[src/rtl/pipe_ctrl_pkg.sv]
// Shared types and constants for the pipeline stall/flush sequencer.
package pipe_ctrl_pkg;

  localparam int unsigned FLUSH_CNT_W = 3;

  typedef enum logic [1:0] {
    RUN      = 2'd0,
    MEM_WAIT = 2'd1,
    MD_BUSY  = 2'd2,
    BR_FLUSH = 2'd3
  } stall_state_t;

  typedef struct packed {
    logic pc_we;
    logic ifid_we;
    logic ifid_flush;
    logic idex_bubble;
    logic exmem_we;
    logic exmem_bubble;
  } pipe_ctl_t;

  localparam logic [31:0] NOP_INSTR = 32'h0000_0013;

  localparam pipe_ctl_t CTL_RUN = '{pc_we: 1'b1, ifid_we: 1'b1, ifid_flush: 1'b0,
                                    idex_bubble: 1'b0, exmem_we: 1'b1, exmem_bubble: 1'b0};
  localparam pipe_ctl_t CTL_RESET = '{pc_we: 1'b0, ifid_we: 1'b0, ifid_flush: 1'b1,
                                      idex_bubble: 1'b1, exmem_we: 1'b0, exmem_bubble: 1'b1};
  localparam pipe_ctl_t CTL_FREEZE = '{pc_we: 1'b0, ifid_we: 1'b0, ifid_flush: 1'b0,
                                       idex_bubble: 1'b0, exmem_we: 1'b0, exmem_bubble: 1'b0};
  localparam pipe_ctl_t CTL_MD_STALL = '{pc_we: 1'b0, ifid_we: 1'b0, ifid_flush: 1'b0,
                                         idex_bubble: 1'b0, exmem_we: 1'b0, exmem_bubble: 1'b1};

endpackage

[src/rtl/stall_timeout_cnt.sv]
// Mul/div timeout counter: load to 1 on the start cycle, increment per busy cycle,
// terminal count flags the last allowed stall cycle.
module stall_timeout_cnt #(
  parameter int unsigned TERMINAL = 64
) (
  input  logic clk,
  input  logic rst,
  input  logic load_i,
  input  logic inc_i,
  output logic tc_o
);

  localparam int unsigned W = (TERMINAL > 2) ? $clog2(TERMINAL) : 1;

  logic [W-1:0] cnt_q, cnt_d;

  always_comb begin
    cnt_d = cnt_q;
    if (load_i) begin
      cnt_d = W'(1);
    end else if (inc_i && !tc_o) begin
      cnt_d = cnt_q + W'(1);
    end
  end

  always_ff @(posedge clk) begin
    if (rst) begin
      cnt_q <= '0;
    end else begin
      cnt_q <= cnt_d;
    end
  end

  assign tc_o = (cnt_q == W'(TERMINAL - 1));

endmodule

[src/rtl/pipeline_stall_ctrl.sv]
// Central stall/flush sequencer for the 5-stage pipeline (Mealy outputs).
// Optional stall-cycle performance counter enabled by `define STALL_PERF_EN.
module pipeline_stall_ctrl
  import pipe_ctrl_pkg::*;
#(
  parameter int unsigned BR_PENALTY = 2,
  parameter int unsigned MD_TIMEOUT = 64
`ifdef STALL_PERF_EN
  , parameter int unsigned CNT_W    = 16
`endif
) (
  input  logic clk,
  input  logic rst,
  input  logic lu_hazard,
  input  logic br_taken,
  input  logic md_start,
  input  logic md_done,
  input  logic dmem_req,
  input  logic dmem_ready,
  output logic pc_we,
  output logic ifid_we,
  output logic ifid_flush,
  output logic idex_bubble,
  output logic exmem_we,
  output logic exmem_bubble,
  output logic md_err
`ifdef STALL_PERF_EN
  , output logic [CNT_W-1:0] stall_cnt
`endif
);

  localparam logic [FLUSH_CNT_W-1:0] BR_RELOAD = FLUSH_CNT_W'(BR_PENALTY - 1);

  stall_state_t state_q, state_d, saved_q, saved_d, eff_state;
  logic [FLUSH_CNT_W-1:0] flush_q, flush_d;
  logic pend_q, pend_d, md_err_q, md_err_d, rst_q;
  logic freeze, md_done_eff, md_stall, to_load, to_inc, to_tc;
  pipe_ctl_t ctl;

  // MEM_WAIT replays the interrupted state once memory responds.
  assign eff_state   = (state_q == MEM_WAIT) ? saved_q : state_q;
  assign freeze      = (state_q == MEM_WAIT) ? !dmem_ready : (dmem_req && !dmem_ready);
  assign md_done_eff = md_done || pend_q;
  assign md_stall    = md_start && !md_done && ((eff_state == RUN) || (eff_state == BR_FLUSH));

  stall_timeout_cnt #(.TERMINAL(MD_TIMEOUT)) u_timeout (
    .clk    (clk),
    .rst    (rst),
    .load_i (to_load),
    .inc_i  (to_inc),
    .tc_o   (to_tc)
  );

  always_ff @(posedge clk) begin
    if (rst) begin
      state_q  <= RUN;
      saved_q  <= RUN;
      flush_q  <= '0;
      pend_q   <= 1'b0;
      md_err_q <= 1'b0;
      rst_q    <= 1'b1;
    end else begin
      state_q  <= state_d;
      saved_q  <= saved_d;
      flush_q  <= flush_d;
      pend_q   <= pend_d;
      md_err_q <= md_err_d;
      rst_q    <= 1'b0;
    end
  end

  // The cycle right after reset is still a reset cycle: no events accepted.
  always_comb begin
    state_d  = state_q;
    saved_d  = saved_q;
    flush_d  = flush_q;
    pend_d   = pend_q;
    md_err_d = md_err_q;
    to_load  = 1'b0;
    to_inc   = 1'b0;
    if (!rst_q) begin
      if (freeze) begin
        state_d = MEM_WAIT;
        saved_d = eff_state;
        pend_d  = pend_q || ((eff_state == MD_BUSY) && md_done);
      end else begin
        pend_d  = 1'b0;
        saved_d = RUN;
        case (eff_state)
          MD_BUSY: begin
            if (md_done_eff) begin
              state_d = RUN;
            end else if (to_tc) begin
              state_d  = RUN;
              md_err_d = 1'b1;
            end else begin
              state_d = MD_BUSY;
              to_inc  = 1'b1;
            end
          end
          BR_FLUSH: begin
            if (md_stall) begin
              state_d = MD_BUSY;
              to_load = 1'b1;
            end else if (br_taken) begin
              state_d = BR_FLUSH;
              flush_d = BR_RELOAD;
            end else if (flush_q <= FLUSH_CNT_W'(1)) begin
              state_d = RUN;
              flush_d = '0;
            end else begin
              state_d = BR_FLUSH;
              flush_d = flush_q - FLUSH_CNT_W'(1);
            end
          end
          default: begin
            if (md_stall) begin
              state_d = MD_BUSY;
              to_load = 1'b1;
            end else if (br_taken) begin
              state_d = (BR_PENALTY > 1) ? BR_FLUSH : RUN;
              flush_d = BR_RELOAD;
            end else begin
              state_d = RUN;
            end
          end
        endcase
      end
    end
  end

  always_comb begin
    ctl = CTL_RUN;
    if (rst || rst_q) begin
      ctl = CTL_RESET;
    end else if (freeze) begin
      ctl = CTL_FREEZE;
    end else begin
      case (eff_state)
        MD_BUSY: begin
          if (!md_done_eff) ctl = CTL_MD_STALL;
        end
        BR_FLUSH: begin
          if (md_stall) begin
            ctl = CTL_MD_STALL;
          end else begin
            ctl.ifid_flush  = 1'b1;
            ctl.idex_bubble = br_taken;
          end
        end
        default: begin
          if (md_stall) begin
            ctl = CTL_MD_STALL;
          end else if (br_taken) begin
            ctl.ifid_flush  = 1'b1;
            ctl.idex_bubble = 1'b1;
          end else if (lu_hazard) begin
            ctl.pc_we       = 1'b0;
            ctl.ifid_we     = 1'b0;
            ctl.idex_bubble = 1'b1;
          end
        end
      endcase
    end
  end

  assign pc_we        = ctl.pc_we;
  assign ifid_we      = ctl.ifid_we;
  assign ifid_flush   = ctl.ifid_flush;
  assign idex_bubble  = ctl.idex_bubble;
  assign exmem_we     = ctl.exmem_we;
  assign exmem_bubble = ctl.exmem_bubble;
  assign md_err       = md_err_q && !rst;

`ifdef STALL_PERF_EN
  logic [CNT_W-1:0] stall_cnt_q;

  // Saturating count of non-reset cycles with the PC held.
  always_ff @(posedge clk) begin
    if (rst) begin
      stall_cnt_q <= '0;
    end else if (!rst_q && !ctl.pc_we && (stall_cnt_q != '1)) begin
      stall_cnt_q <= stall_cnt_q + CNT_W'(1);
    end
  end

  assign stall_cnt = stall_cnt_q;
`endif

endmodule

[config.mk]
export PLATFORM = sky130hd
export DESIGN_NAME = pipeline_stall_ctrl
export DESIGN_NICKNAME = d
export VERILOG_FILES = /design/src/rtl/pipe_ctrl_pkg.sv /design/src/rtl/stall_timeout_cnt.sv /design/src/rtl/pipeline_stall_ctrl.sv
export SDC_FILE = /design/constraint.sdc
export NUM_CORES = 1
export LEC_CHECK = 0
export ABC_AREA = 1
export CAP_MARGIN = 15
export CELL_PAD_IN_SITES_DETAIL_PLACEMENT = 1
export CELL_PAD_IN_SITES_GLOBAL_PLACEMENT = 2
export CORE_ASPECT_RATIO = 0.75
export CORE_UTILIZATION = 31
export CTS_BUF_LIST = sky130_fd_sc_hd__clkbuf_16
export DETAILED_ROUTE_END_ITERATION = 16
export PLACE_DENSITY_LB_ADDON = 0.05
export REMOVE_ABC_BUFFERS = 1
export SLEW_MARGIN = 20
export SYNTH_ARGS = -nofsm -noshare
export SYNTH_HDL_FRONTEND = slang
export SYNTH_HIERARCHICAL = 1
export SYNTH_SLANG_ARGS = --single-unit
[constraint.sdc]
create_clock -name clk -period 3.1 [get_ports clk]
set_input_delay 0.31 -clock clk [delete_from_list [all_inputs] [get_ports clk]]
set_output_delay 0.31 -clock clk [all_outputs]
set_load 0.01 [all_outputs]
==> impl_metrics.tcl, run 1 <==
set metrics [dict create \
    netlist_area_um2 1120 \
    hpwl_um 2460 \
    fillers 450 \
    drt_iter0_drc 31 \
    cp.arrival_ns 2.54 \
    hold_path.class "reg -> reg" \
    grt_usage_pct 17.2 \
    finalClockSkew_ns 0.00252 \
    cts.sinks 16 \
    drv_slew 0 \
    vdd_drop_max_mv 0.228 \
    io_pins 15 \
    async_reset_ff_share_pct 0 \
    postRouteAntennaNets 0 \
    status "completed" \
    setup_viol 0 \
    tritoncts "yes" \
    fin_tns_setup_ns 0 \
    htreeDepth 1 \
    vias_per_cell 4.76 \
    cap_viol_max_count 0 \
    worstPathRequired_ns 2.79 \
    seq_area_um2 320 \
    overflow 0 \
    wirelength_um 2960 \
    core_area_um2 3380 \
    hold_viol_final 0 \
    min_period_over_period_pct 91.8 \
    cp-start-kind "flip-flop" \
    clk_pin_slew_ns 0.05 \
    clock_tree.root_cell "clkbuf_16" \
    rsz0062_at_grt "false" \
    synthCells 173 \
    ys_ff_latch 16 \
    dr_total_vias 1099 \
    finalInstanceArea_um2 1390 \
    grt_pass1_wl_um 5040 \
    drive_above_1_share_pct 14.7 \
    stdcell_count 231 \
    grt_pass1_vias 1094 \
    dieArea_um2 3870 \
    num_rows 18 \
    final_cell_mix "35 x nand2_1, 29 x inv_1, 25 x nor2_1" \
    io_buffers 14 \
    cts_made_buffers 3 \
    cp_max_fo 6 \
    hold_ws_ns 0.488 \
    multi_input_area_um2 653 \
    synth_flop_cell "dfxtp_1" \
    layout_commonest_cell "nand2_1" \
    clock.fmax_mhz 351 \
    diodes 0 \
    cts_resized 0 \
    worst_slew_pin_slew_ns 0.449 \
    clk_path_buf_depth 2 \
    grt_max_degree 10 \
    gp_congestion 0.872 \
    post_cts_buffers 0 \
    power.density_nw_per_um2 434 \
    antenna_found_initial 0 \
    dp_cells 227 \
    hold_buffers 0 \
    yosys_warnings 6 \
    die_y_um 54.1 \
    clk_latency_ns 0.25 \
    crit_path_end_kind "output port" \
    start_util_pct 33.2 \
    critPathKind "reg -> out" \
    seq_area_frac_synth_pct 28.5 \
    dr.pass1.iters 4 \
    place_area_um2 1310 \
    synth-edff-count 0 \
    fin_crit_ns 2.85 \
    relSlewSlack_pct 69.9 \
    fp.dieW_um 71.5 \
    power.leakage_nw 0.644 \
    synth.distinct_cells 28 \
    drc 0 \
    syn_avg_cell_area_um2 6.49 \
    syn2layout_area_growth_pct 24.0 \
    wl_per_cell_um 12.8 \
    fin_nets 205 \
]
==> cells in the mapped netlist, drive strengths merged (2+ instances only) <==
cell type | number | area share (%)
nand2 | 41 | 16
inv | 34 | 11
nor2 | 28 | 10
dfxtp | 16 | 29
nand3 | 14 | 7.1
o21ai | 14 | 6.6
a21oi | 8 | 4.6
ha | 5 | 5.6
a211oi | 2 | 1.3
clkinv | 2 | 1.2
nand4 | 2 | 1.1
nor3 | 2 | 1.3
==> layout make-up <==
cell class,instances,area share (%)
repair buffers,15,10.6
inverters,36,10.2
flip-flops and latches,16,23.0
clock buffers,3,5.40
multi-input cells,120,46.9
clock inverters,1,0.270
well taps,40,3.60
==> power by group <==
part / switching (W) / internal [W]
registers: 0.00000861 / 0.000215
logic: 0.0000765 / 0.0000496
clock network: 0.0000831 / 0.000171
total: 0.000168 / 0.000436
==> worst max-delay path, stage by stage (launching register included) <==
cell             delay (ns)
dfxtp_1                0.34
o21ai_0                0.34
inv_1                  0.09
ha_1                   0.29
nor2_1                 0.05
nand2_2                0.13
nand2_1                0.10
nand3_2                0.06
nand2_1                0.06
nor2_2                 0.12
o21a_1                 0.16
clkdlybuf4s50_1        0.56
==> kinds of logic (layout without fill, tap and decap cells) <==
| logic type | after synthesis | in the layout | share of synthesized area, % |
|---|---|---|---|
| adders and majority gates | 5 | 5 | 5.57 |
| xor gates and xnor gates | 1 | 1 | 0.781 |
| buffers and inverters | 37 | 55 | 13.3 |
| AOI/OAI and AO/OA | 27 | 27 | 15.4 |
| DFF | 16 | 16 | 28.5 |
| and+or+nand+nor | 87 | 87 | 36.5 |
==> routing by layer <==
metal / vias up / part of all wire (%) / global-route usage, %
met5: - / 0 / 0
met4: 0 / 0.24 / 2.94
met3: 2 / 2.4 / 3.93
met2: 8 / 44 / 29.2
met1: 511 / 54 / 22.8
li1: 578 / - / -
==> stage by stage <==
step / util [%] / worst slack, ns / power, W
2_1_floorplan: - / 1.14 / 0.000309
3_3_place_gp: 38.9 / 0.675 / 0.000352
3_5_place_dp: 38.9 / 0.480 / 0.000355
4_1_cts: 41.2 / 0.210 / 0.000613
5_1_grt: 41.2 / 0.0382 / 0.000639
6_report: 41.2 / 0.255 / 0.000604
==> registers in the layout (all words and copies together) (netlist names) <==
name,count
state_q,2
u_timeout/cnt_q,6
saved_q,2
md_err_q,1
pend_q,1
rst_q,1
flush_q,3
==> final timing paths <==
kind / start / endpoint / slack, ns / cells past startpoint
setup / recovery: state_q[1]$_SDFFE_PP0N_ / pc_we / 0.26 / 11
hold / removal: md_err_q$_SDFFE_PP0P_ / md_err_q$_SDFFE_PP0P_ / 0.49 / 2
setup reg to reg: state_q[1]$_SDFFE_PP0N_ / u_timeout/cnt_q[2]$_SDFFE_PP0P_ / 0.75 / 12
hold reg to reg: md_err_q$_SDFFE_PP0P_ / md_err_q$_SDFFE_PP0P_ / 0.49 / 2
No activity file was read; power rests on OpenSTA's default activity.
==> inputs of run 2 (changes only) <==
==> constraint.sdc (replaced) <==
create_clock -name clk -period 3.1 [get_ports clk]
set_input_delay 0.62 -clock clk [delete_from_list [all_inputs] [get_ports clk]]
set_output_delay 0.62 -clock clk [all_outputs]
set_load 0.01 [all_outputs]
==> impl_metrics.tcl, run 2 (synthesis results as in run 1) <==
set metrics [dict create \
    wl_per_cell_um 12.9 \
    cts_made_buffers 3 \
    stdcell_count 233 \
    hold_viol_final 0 \
    r2r_slack_ns 0.83 \
    setup_viol 0 \
    fin_tns_setup_ns 0 \
    r2r-end "u_timeout/cnt_q[2]$_SDFFE_PP0P_" \
    dp_cells 228 \
    dieArea_um2 3870 \
    clock.fmax_mhz 341 \
    crit_top_cell "nand2_1" \
    drv_slew 0 \
    crit_path_end_kind "output port" \
    start_util_pct 33.2 \
    reg2reg_depth 13 \
    die_y_um 54.1 \
    grt_pass1_vias 1102 \
    drt_iter0_drc 53 \
    finalClockSkew_ns 0.00472 \
    antenna_found_initial 0 \
    grt_usage_pct 17.1 \
    dr_total_vias 1102 \
    fillers 434 \
    layout_commonest_cell "nand2_1" \
    worstPathRequired_ns 2.48 \
    power.leakage_nw 0.689 \
    clk_latency_ns 0.25 \
    regMostFlops "u_timeout/cnt_q" \
    postRouteAntennaNets 0 \
    grt_pass1_wl_um 5020 \
    min_period_over_period_pct 94.7 \
    largest_reg_flops 6 \
    hold_path.class "reg -> reg" \
    vias_per_cell 4.73 \
    cap_viol_max_count 0 \
    min_from "u_timeout/cnt_q[4]$_SDFFE_PP0P_" \
    clock_tree.root_cell "clkbuf_16" \
    min_to "u_timeout/cnt_q[4]$_SDFFE_PP0P_" \
    vdd_drop_max_mv 0.179 \
    drive_above_1_share_pct 16.6 \
    slowest_delay_ns 0.53 \
    fin_crit_ns 2.93 \
    wirelength_um 3000 \
    hold-path-cell-count 2 \
    worst_slew_pin_slew_ns 0.435 \
    fp.dieW_um 71.5 \
    overflow 0 \
    cp-start-kind "flip-flop" \
    relSlewSlack_pct 70.9 \
    finalInstanceArea_um2 1420 \
    path_buf_inv 2 \
    cp_max_fo 8 \
    io_pins 15 \
    gp_congestion 0.796 \
    critPathKind "reg -> out" \
    cp.arrival_ns 2.31 \
    cts.sinks 16 \
    syn2layout_area_growth_pct 26.9 \
    io_buffers 14 \
    top_regs "u_timeout/cnt_q: 6 flops, flush_q: 3 flops" \
    grt_max_degree 10 \
    utilization_pct 42.1 \
    clk_pin_slew_ns 0.05 \
    status "completed" \
    final_cell_mix "35 x nand2_1, 29 x inv_1, 25 x nor2_1" \
    diodes 0 \
    tritoncts "yes" \
    critPathTopFamily "buffers and inverters" \
    cp_cell_sequence "a21oi_4 -> inv_2 -> ha_1 -> nor2_1 -> nand2_2 -> o21ai_0 -> nand2_1 -> nand2_1 -> clkdlybuf4s50_1" \
    fin_nets 207 \
    dr.pass1.iters 4 \
    cp_slowest_cell "clkdlybuf4s50_1" \
    drc 0 \
    r2r-start "state_q[0]$_SDFFE_PP0N_" \
    rsz0062_at_grt "false" \
    clk_path_buf_depth 2 \
    num_rows 18 \
    place_area_um2 1320 \
    core_area_um2 3380 \
    hpwl_um 2450 \
    power.density_nw_per_um2 426 \
    htreeDepth 1 \
]
run 2: cell count changes in the layout (fill, tap and decap cells not counted), sizes merged:
cell / delta
buf: +2
clkdlybuf4s50: -2
dlymetal6s2s: +2
run 2: through the flow:
stage / total power, W / worst slack (ns) / hold WS [ns]
global route: 0.000648 / 0.00645 / 0.531
detailed placement: 0.000355 / 0.109 / 0.492
CTS: 0.000618 / 0.00760 / 0.497
finish: 0.000606 / 0.165 / 0.497
floorplan: 0.000309 / 0.831 / 0.455
global placement: 0.000352 / 0.201 / 0.468
run 2: worst reg2reg max path, cell delays in order, from the launching register on:
cell and delay, ns:
dfxtp_1 0.43, a21oi_4 0.10, inv_2 0.15, ha_1 0.21
inv_1 0.08, nor3_2 0.20, nand2_1 0.11, nor2_1 0.38
inv_2 0.05, o21bai_4 0.19, inv_2 0.10, nand3_1 0.07
nand2_1 0.06, inv_1 0.03
run 2: repair_timing:
item	4_1_cts	5_1_grt
pin swaps	0	1
cloned	0	0
setup endpoints to repair	4	5
buffers inserted	0	1
hold buffers	0	0
gates resized for setup	1	5
run 2: worst max path at each step:
| stage | start | to | depth (start not counted) |
|---|---|---|---|
| after floorplan | state_q[1]$_SDFFE_PP0N_ | ifid_we | 10 |
| after global placement | md_done | idex_bubble | 8 |
| after detailed placement | md_done | pc_we | 9 |
| after CTS | state_q[0]$_SDFFE_PP0N_ | pc_we | 11 |
| after global routing | state_q[0]$_SDFFE_PP0N_ | idex_bubble | 10 |
| final | state_q[0]$_SDFFE_PP0N_ | exmem_bubble | 9 |
run 2: layout make-up:
cell class	count	area [um^2]	area share [%]
multi-input cells	120	664	46.7
flip-flops and latches	16	322	22.6
repair buffers	17	168	11.8
inverters	36	141	9.93
clock buffers	3	75.1	5.27
well taps	40	50.0	3.51
clock inverters	1	3.75	0.264
run 2: layer usage:
| layer | share of wire (%) | global-route usage (%) | up-vias |
|---|---|---|---|
| met5 | 0 | 0 | - |
| met3 | 2.9 | 3.93 | 2 |
| met1 | 53 | 23.3 | 507 |
| li1 | - | - | 579 |
| met2 | 44 | 28.3 | 14 |
| met4 | 0.40 | 2.94 | 0 |
run 2: where the power goes:
group,switching (W),internal [W],leakage (nW)
clock network,0.0000810,0.000171,0.0385
logic,0.0000763,0.0000524,0.520
registers,0.0000102,0.000215,0.131
total,0.000168,0.000439,0.689
==> inputs of run 3 (changes only) <==
- CTS_CLUSTER_SIZE: not set -> 20
==> results of run 3 <==
Same layout as run 2: the final DEF is identical, and so are final timing and power.
